$ cat src/rtl/addr_fifo_hs_pkg.sv
// Shared helpers for the output address queue: width math and parameter
// legality checks used at elaboration time.
package addr_fifo_hs_pkg;

    localparam int unsigned DEF_ADDR_WIDTH = 32'd32;
    localparam int unsigned DEF_DEPTH      = 32'd16;
    localparam int unsigned DEF_AF_LEVEL   = 32'd12;

    function automatic int unsigned clog2(input int unsigned value);
        int unsigned res;
        int unsigned v;
        res = 32'd0;
        v   = 32'd1;
        while (v < value) begin
            v   = v << 1;
            res = res + 32'd1;
        end
        return res;
    endfunction

    function automatic bit is_pow2(input int unsigned value);
        return (value != 32'd0) && ((value & (value - 32'd1)) == 32'd0);
    endfunction

    function automatic bit params_ok(input int unsigned depth, input int unsigned af_level);
        return is_pow2(depth) && (depth >= 32'd2) &&
               (af_level >= 32'd1) && (af_level <= depth);
    endfunction

endpackage

$ cat src/rtl/addr_fifo_mem.sv
// Address storage: register array with one synchronous write port and one
// asynchronous read port. Contents are intentionally not reset.
module addr_fifo_mem
    import addr_fifo_hs_pkg::*;
#(
    parameter int unsigned ADDR_WIDTH = DEF_ADDR_WIDTH,
    parameter int unsigned DEPTH      = DEF_DEPTH,
    localparam int unsigned PTR_W     = clog2(DEPTH)
) (
    input  logic                  clk,
    input  logic                  wr_en,
    input  logic [PTR_W-1:0]      wr_addr,
    input  logic [ADDR_WIDTH-1:0] wr_data,
    input  logic [PTR_W-1:0]      rd_addr,
    output logic [ADDR_WIDTH-1:0] rd_data
);

    logic [ADDR_WIDTH-1:0] mem_r [DEPTH];

    // Single write port; no reset so the array maps onto plain storage.
    always_ff @(posedge clk) begin
        if (wr_en) begin
            mem_r[wr_addr] <= wr_data;
        end
    end

    assign rd_data = mem_r[rd_addr];

endmodule

$ cat src/rtl/addr_fifo_hs.sv
// First-word-fall-through address queue with valid/ready on both sides,
// occupancy/almost-full reporting, synchronous flush and sticky overflow.
module addr_fifo_hs
    import addr_fifo_hs_pkg::*;
#(
    parameter int unsigned ADDR_WIDTH = DEF_ADDR_WIDTH,
    parameter int unsigned DEPTH      = DEF_DEPTH,
    parameter int unsigned AF_LEVEL   = DEF_AF_LEVEL
) (
    input  logic                         clk,
    input  logic                         rst,
    input  logic                         flush,
    input  logic [ADDR_WIDTH-1:0]        in_addr,
    input  logic                         in_valid,
    output logic                         in_ready,
    output logic [ADDR_WIDTH-1:0]        out_addr,
    output logic                         out_valid,
    input  logic                         out_ready,
    output logic [clog2(DEPTH+1)-1:0]    count,
    output logic                         full,
    output logic                         almost_full,
    output logic                         empty,
    output logic                         overflow
);

    localparam int unsigned PTR_W = clog2(DEPTH);
    localparam int unsigned CNT_W = clog2(DEPTH + 32'd1);

    if (!params_ok(DEPTH, AF_LEVEL)) begin : g_param_check
        $error("addr_fifo_hs: DEPTH must be a power of two >= 2 and 1 <= AF_LEVEL <= DEPTH");
    end

    logic [PTR_W-1:0] wr_ptr_r;
    logic [PTR_W-1:0] rd_ptr_r;
    logic [CNT_W-1:0] count_r;
    logic             overflow_r;
    logic             full_s;
    logic             empty_s;
    logic             push_s;
    logic             pop_s;

    // Status depends only on registered occupancy, never on the handshakes.
    assign full_s      = (count_r == CNT_W'(DEPTH));
    assign empty_s     = (count_r == {CNT_W{1'b0}});
    assign full        = full_s;
    assign empty       = empty_s;
    assign almost_full = (count_r >= CNT_W'(AF_LEVEL));
    assign in_ready    = !full_s;
    assign out_valid   = !empty_s;
    assign count       = count_r;
    assign overflow    = overflow_r;

    assign push_s = in_valid && !full_s;
    assign pop_s  = out_ready && !empty_s;

    // Pointer, occupancy and overflow state; flush overrides any handshake.
    always_ff @(posedge clk or posedge rst) begin
        if (rst) begin
            wr_ptr_r   <= {PTR_W{1'b0}};
            rd_ptr_r   <= {PTR_W{1'b0}};
            count_r    <= {CNT_W{1'b0}};
            overflow_r <= 1'b0;
        end else if (flush) begin
            wr_ptr_r   <= {PTR_W{1'b0}};
            rd_ptr_r   <= {PTR_W{1'b0}};
            count_r    <= {CNT_W{1'b0}};
            overflow_r <= 1'b0;
        end else begin
            if (push_s) begin
                wr_ptr_r <= wr_ptr_r + PTR_W'(1);
            end
            if (pop_s) begin
                rd_ptr_r <= rd_ptr_r + PTR_W'(1);
            end
            case ({push_s, pop_s})
                2'b10:   count_r <= count_r + CNT_W'(1);
                2'b01:   count_r <= count_r - CNT_W'(1);
                default: count_r <= count_r;
            endcase
            if (in_valid && full_s) begin
                overflow_r <= 1'b1;
            end
        end
    end

    addr_fifo_mem #(
        .ADDR_WIDTH (ADDR_WIDTH),
        .DEPTH      (DEPTH)
    ) u_mem (
        .clk     (clk),
        .wr_en   (push_s && !flush),
        .wr_addr (wr_ptr_r),
        .wr_data (in_addr),
        .rd_addr (rd_ptr_r),
        .rd_data (out_addr)
    );

endmodule

$ cat config.mk
export PLATFORM = sky130hd
export DESIGN_NAME = addr_fifo_hs
export DESIGN_NICKNAME = d
export VERILOG_FILES = /design/src/rtl/addr_fifo_hs_pkg.sv /design/src/rtl/addr_fifo_mem.sv /design/src/rtl/addr_fifo_hs.sv
export SDC_FILE = /design/constraint.sdc
export NUM_CORES = 1
export LEC_CHECK = 0
export CAP_MARGIN = 25
export CORE_ASPECT_RATIO = 0.6
export CORE_MARGIN = 4
export CORE_UTILIZATION = 55
export DETAILED_ROUTE_END_ITERATION = 7
export PLACE_DENSITY = 0.72
export SETUP_SLACK_MARGIN = 0.02
export SYNTH_ARGS = -nofsm -noshare
export SYNTH_HDL_FRONTEND = slang
export SYNTH_SLANG_ARGS = --single-unit
export TNS_END_PERCENT = 100
$ cat constraint.sdc
create_clock -name clk -period 6.3 [get_ports clk]
set_input_delay 1.26 -clock clk [delete_from_list [all_inputs] [get_ports clk]]
set_output_delay 1.26 -clock clk [all_outputs]
set_load 0.1 [all_outputs]
==> qor.yml, run 1 <==
layout-drive-gt1-share_pct: 28.4
synthArstFlopShare_pct: 2.66
clock_tree.htree_level_count: 2
clockRootBuffer: "clkbuf_16"
num_vias: 9214
ir_drop_v: 0.000326
drt_iter0_markers: 1115
synth_area_leaders: "edfxtp_1 76%, mux4_2 18%, dfrtp_1 1.7%, nor2_1 0.56%, ha_1 0.43%"
yosysSeqAreaShare_pct: 77.6
num-nets-final: 1001
synthFlopType: "edfxtp_1"
period_minus_slack_ns: 5.17
grt_overflow: 0
fill_cells: 2380
grt_pass1_wl_um: 62600
report.final.slew_viol_count: 0
first_pass_iters: 5
drv_cap: 0
grt_max_degree: 59
io_buffers: 79
cp-startpoint: "rd_ptr_r[0]"
post_dp_cell_area_um2: 21800
critPathLaunchType: "flip-flop"
grt_usage_pct: 21.2
synth_edf_count: 512
gp_congestion: 0.763
ant_nets: 0
dieArea_um2: 40100
hp-start: "overflow"
synth_top_area_share_pct: 75.9
die_w_um: 256
avgViaCountPerCell: 6.27
rows: 54
crit_type: "flip-flop to primary output"
die_y_um: 157
synth_cell_types: 42
cts_buffers: 46
place_hpwl_um: 22300
crit_fanout: 57
io_pins: 80
rsz0062_at_grt: "no"
cts_hold_buf: 0
yosysWarnings: 0
clkSinkCount: 526
final_cell_mix: "512 x edfxtp_1, 160 x mux4_2, 79 x clkdlybuf4s50_1"
clk_latency_ns: 0.57
post-cts-setup-buffers: 0
dp_cells: 1381
tritoncts: "built"
hold_class: "flip-flop to flip-flop"
area_delta_synth_final_pct: 15.2
netlist_area_um2: 20300
core_area_um2: 36300
grt_pass1_vias: 9361
arrival_ns: 3.91
max_clock_freq_ghz: 0.193
setup_viol: 0
status: "complete, no violations"
setup_tns_ns: 0
powerDensity_nw_per_um2: 398
yosysTopAreaCell: "edfxtp_1"
antenna_found_initial: 0
cp.required_ns: 5.04
route.detailed.drc: 0
period_share_pct: 82.1
syn_avg_cell_area_um2: 24.0
synth_nets: 888
utilization_pct: 64.2
worst_setup_path_end_kind: "primary output"
fin_worst_skew_ns: 0.0232
wire_per_inst_um: 28.1
post_cts_resized: 0
hold_violations: 0
synthCells: 844
r2r-start: "count[1]"
tightest_slew_ns: 1.02
instances_no_fill: 1470
finalPower_w: 0.00930
p_leak_nw: 7.12
design_area_um2: 23300
clk_pin_slew_worst_paths_ns: 0.07
totalWireLength_um: 41300
slew_headroom_pct: 31.7
start_util_pct: 55.7
synth_seq_cells: 526
cts_buffer_depth: 3
layout_commonest_cell: "edfxtp_1"
[kinds of logic after synthesis]
kind of cell	Yosys count	synth area share, %
flip-flops	526	77.6
adder cells (fa/ha/maj)	7	0.432
multiplexers	165	18.1
AO/OA/AOI/OAI	27	0.988
XOR/XNOR	7	0.303
buffers and inverters	52	1.26
AND/OR/NAND/NOR	60	1.35
[flip-flops by register name (all words and copies together), names as in the netlist]
register and flops:
wr_ptr_r 4, u_mem.mem_r 512, count 5, overflow 1
rd_ptr_r 4
[power by group]
group          leakage [nW]  switching, W  internal (W)
Combinational          1.63       0.00158      0.000960
Clock                 0.696       0.00122       0.00151
Sequential             4.79      0.000120       0.00392
[critical path: stages (launching register included)]
cell and delay [ns]:
dfrtp_4 0.76, buf_12 0.46, mux4_2 0.59, mux4_2 0.50
clkdlybuf4s50_1 1.00
[worst paths after layout]
path                                 endpoint  slack (ns)  depth (start not counted)
min in group asynchronous            count[3]        1.07                          2
min                                  overflow        0.52                          2
max in group asynchronous         rd_ptr_r[1]        4.81                          2
max reg2reg                u_mem.mem_r[5][14]        3.18                          5
max                              out_addr[31]        1.13                          4
min reg2reg                          overflow        0.52                          2
[layout make-up]
| class | count | area (um2) | area share [%] |
|---|---|---|---|
| Sequential cell | 526 | 15700 | 67.4 |
| Clock buffer | 51 | 1170 | 5.01 |
| Inverter | 8 | 32.5 | 0.139 |
| Antenna cell | 1 | 2.50 | 0.0107 |
| Timing Repair Buffer | 109 | 1140 | 4.87 |
| Multi-Input combinational cell | 266 | 4400 | 18.9 |
| Tap cell | 476 | 596 | 2.55 |
| Clock inverter | 33 | 274 | 1.17 |
[per-stage QoR]
stage / setup WS [ns] / hold slack [ns]
2_1_floorplan: 1.79 / 0.552
3_3_place_gp: 1.65 / 0.495
3_5_place_dp: 1.65 / 0.508
4_1_cts: 1.03 / 0.525
5_1_grt: 0.935 / 0.571
6_report: 1.13 / 0.517
[cells in the mapped netlist, drive strengths merged, types with 2 or more instances]
master	n
nor2	30
inv	8
nor4	2
xor2	4
dfrtp	14
a21oi	6
buf	22
or2	2
nand3	2
o211ai	4
a31oi	2
nor2b	3
nand2	12
o21ai	6
ha	7
clkbuf	22
edfxtp	512
mux2i	3
mux4	160
or3	3
nand4	2
xnor2	3
mux2	2
[per-layer routing]
metal  wire length (um)  share of wire, %  global-route usage (%)  vias to the layer above
met5                  0                 0                       0                        -
met4                507               1.2                    4.20                        0
met3               3300               8.0                    3.90                       47
met2              20000                48                    33.3                      409
met1              17500                42                    32.1                     4916
li1                   -                 -                       -                     3842
Power figures use the tool's default switching activity.
==> inputs of run 2 (changes only) <==
- CORE_UTILIZATION: 55 -> 54
- PLACE_DENSITY: 0.72 -> 0.74
- clock period: 6.3 -> 4.18 ns (I/O delays scaled with it)
==> qor.yml, run 2 (synthesis gave the netlist of run 1 again) <==
status: "complete, no violations"
num-nets-final: 1000  # -0.10%
area_delta_synth_final_pct: 16.7
post_cts_resized: 0  # unchanged
clk_pin_slew_worst_paths_ns: 0.07  # about the same
arrival_ns: 2.95  # -0.96 ns
tritoncts: "built"
r2r-start: "count[1]"
post-cts-setup-buffers: 0  # unchanged
cp.required_ns: 3.34  # -1.70 ns
dieArea_um2: 40800  # +1.8%
critPathLaunchType: "flip-flop"
use_met1_pct: 32.7  # +0.58 points
critPathTopFamily: "multiplexers"
intPower_w: 0.0100  # +57%
report.final.slew_viol_count: 0  # unchanged
layout-drive-gt1-share_pct: 32.2  # +3.8 points
grt_usage_pct: 21.2  # +0.066 points
route.detailed.drc: 0  # unchanged
powerDensity_nw_per_um2: 615  # +54%
cts_buffers: 45  # -2.2%
p_seq_share_pct: 41.5  # -1.9 points
cts_buffer_depth: 3  # unchanged
fin_worst_skew_ns: 0.0193  # -0.00395 ns
switchingPower_w: 0.00453  # +55%
clock_tree.htree_level_count: 2  # unchanged
p_leak_nw: 7.28  # +2.3%
holdWs_ns: 0.537  # +0.0201 ns
largest_reg_flops: 512  # unchanged
layout_commonest_cell: "edfxtp_1"
io_pins: 80  # unchanged
slew_headroom_pct: 34.8  # +3.1 points
antenna_found_initial: 0  # unchanged
totalWireLength_um: 42300  # +2.4%
setup_viol: 0  # unchanged
tightest_slew_ns: 0.975  # -0.0469 ns
rows: 54  # unchanged
cpMaxStageDelayCell: "dfrtp_4"
crit_fanout: 38  # -33%
period_minus_slack_ns: 3.78
drv_cap: 0  # unchanged
wire_per_inst_um: 28.3  # +0.52%
crit_buf_inv: 2  # unchanged
place_hpwl_um: 24400  # +9.5%
cts_hold_buf: 0  # unchanged
setup_tns_ns: 0  # unchanged
hold_violations: 0  # unchanged
rsz0062_at_grt: "no"
num_vias: 9262  # +0.52%
crit_chain: "buf_12 -> mux4_2 -> mux4_2 -> buf_4"
grtUsageMet2_pct: 32.0  # -1.4 points
hold_class: "flip-flop to flip-flop"
final_cell_mix: "512 x edfxtp_1, 160 x mux4_2, 47 x clkbuf_16"
grt_max_degree: 60  # +1.7%
start_util_pct: 55.2  # -0.51 points
clk_latency_ns: 0.56  # about the same
crit_type: "flip-flop to primary output"
core_area_um2: 36700  # +0.93%
clockRootBuffer: "clkbuf_16"
first_pass_iters: 5  # unchanged
max_clock_freq_ghz: 0.264
io_buffers: 79  # unchanged
grt_overflow: 0  # unchanged
cpPeakStageDelay_ns: 0.84  # -0.16 ns
grt_pass1_wl_um: 63000  # +0.71%
clkSinkCount: 526  # unchanged
cp-startpoint: "rd_ptr_r[1]"
clockPowerShare_pct: 30.1  # +0.7 points
grt_most_used_layer: "met1"
hp-start: "overflow"
crit_top_cell: "mux4_2"
drt_iter0_markers: 979  # -12%
avgViaCountPerCell: 6.19  # -1.3%
die_y_um: 158  # +0.87%
gp_congestion: 0.777  # +1.9%
top_register: "u_mem.mem_r"
met3_usage_pct: 4.78  # +0.88 points
ir_drop_v: 0.000553  # +70%
period_share_pct: 90.5
netSwitchingFraction_pct: 31.1  # -0.28 points
ant_nets: 0  # unchanged
worst_setup_path_end_kind: "primary output"
combinationalPowerShare_pct: 28.4  # +1.1 points
grt_pass1_vias: 9266  # -1.0%
antenna_cells: 0  # -1
die_w_um: 258  # +0.89%
-- run 2: cell types whose count changed in the layout (fill, tap and decap cells not counted), sizes merged --
cell | before | now
clkinv | 24 | 21
inv | 10 | 9
diode | 1 | 0
bufinv | 4 | 8
clkdlybuf4s50 | 79 | 45
buf | 30 | 64
-- run 2: final timing paths --
kind | to | slack (ns) | cells past startpoint
setup / recovery | out_addr[20] | 0.40 | 4
hold / removal | overflow | 0.54 | 2
setup reg to reg | u_mem.mem_r[11][20] | 1.34 | 4
hold reg to reg | overflow | 0.54 | 2
max in group asynchronous | rd_ptr_r[0] | 3.10 | 2
min in group asynchronous | count[1] | 0.63 | 2
-- run 2: per-stage QoR --
stage,instance area (um2),utilization (%),power (W),instances,worst slack (ns)
detailed placement,22100,60.2,0.0103,1413,0.730
CTS,23600,64.5,0.0147,1497,0.382
global placement,22100,60.2,0.0103,1413,0.804
finish,23600,64.5,0.0145,1497,0.396
global route,23600,64.5,0.0151,1497,0.308
floorplan,20300,-,0.00921,844,0.0986
-- run 2: area by class of cell --
| class | instances | area (um2) |
|---|---|---|
| Clock buffer | 51 | 1190 |
| Fill cell | 2354 | 13000 |
| Sequential cell | 526 | 15700 |
| Timing Repair Buffer | 109 | 1290 |
| Clock inverter | 33 | 363 |
| Inverter | 8 | 32.5 |
| Tap cell | 504 | 631 |
| Multi-Input combinational cell | 266 | 4400 |
-- run 2: power by group through the flow --
stage | Clock (W) | Sequential [W] | Combinational (W)
final | 0.00438 | 0.00604 | 0.00413
after CTS | 0.00446 | 0.00604 | 0.00418
after detailed placement | 0 | 0.00615 | 0.00417
after global placement | 0 | 0.00614 | 0.00414
after global routing | 0.00469 | 0.00605 | 0.00432
after floorplan | 0 | 0.00620 | 0.00301
-- run 2: layer usage --
layer | share of wire (%) | routed length [um] | vias to the layer above
met4 | 1.5 | 651 | 0
met2 | 47 | 19700 | 394
li1 | - | - | 3844
met1 | 44 | 18800 | 4976
met5 | 0 | 0 | -
met3 | 7.6 | 3200 | 48
-- run 2: tightest hold or removal path, delay by kind of cell (launching register included) --
family	cells	cell delay, ns
AO/OA/AOI/OAI	1	0.06
AND/OR/NAND/NOR	1	0.07
flip-flops	1	0.37
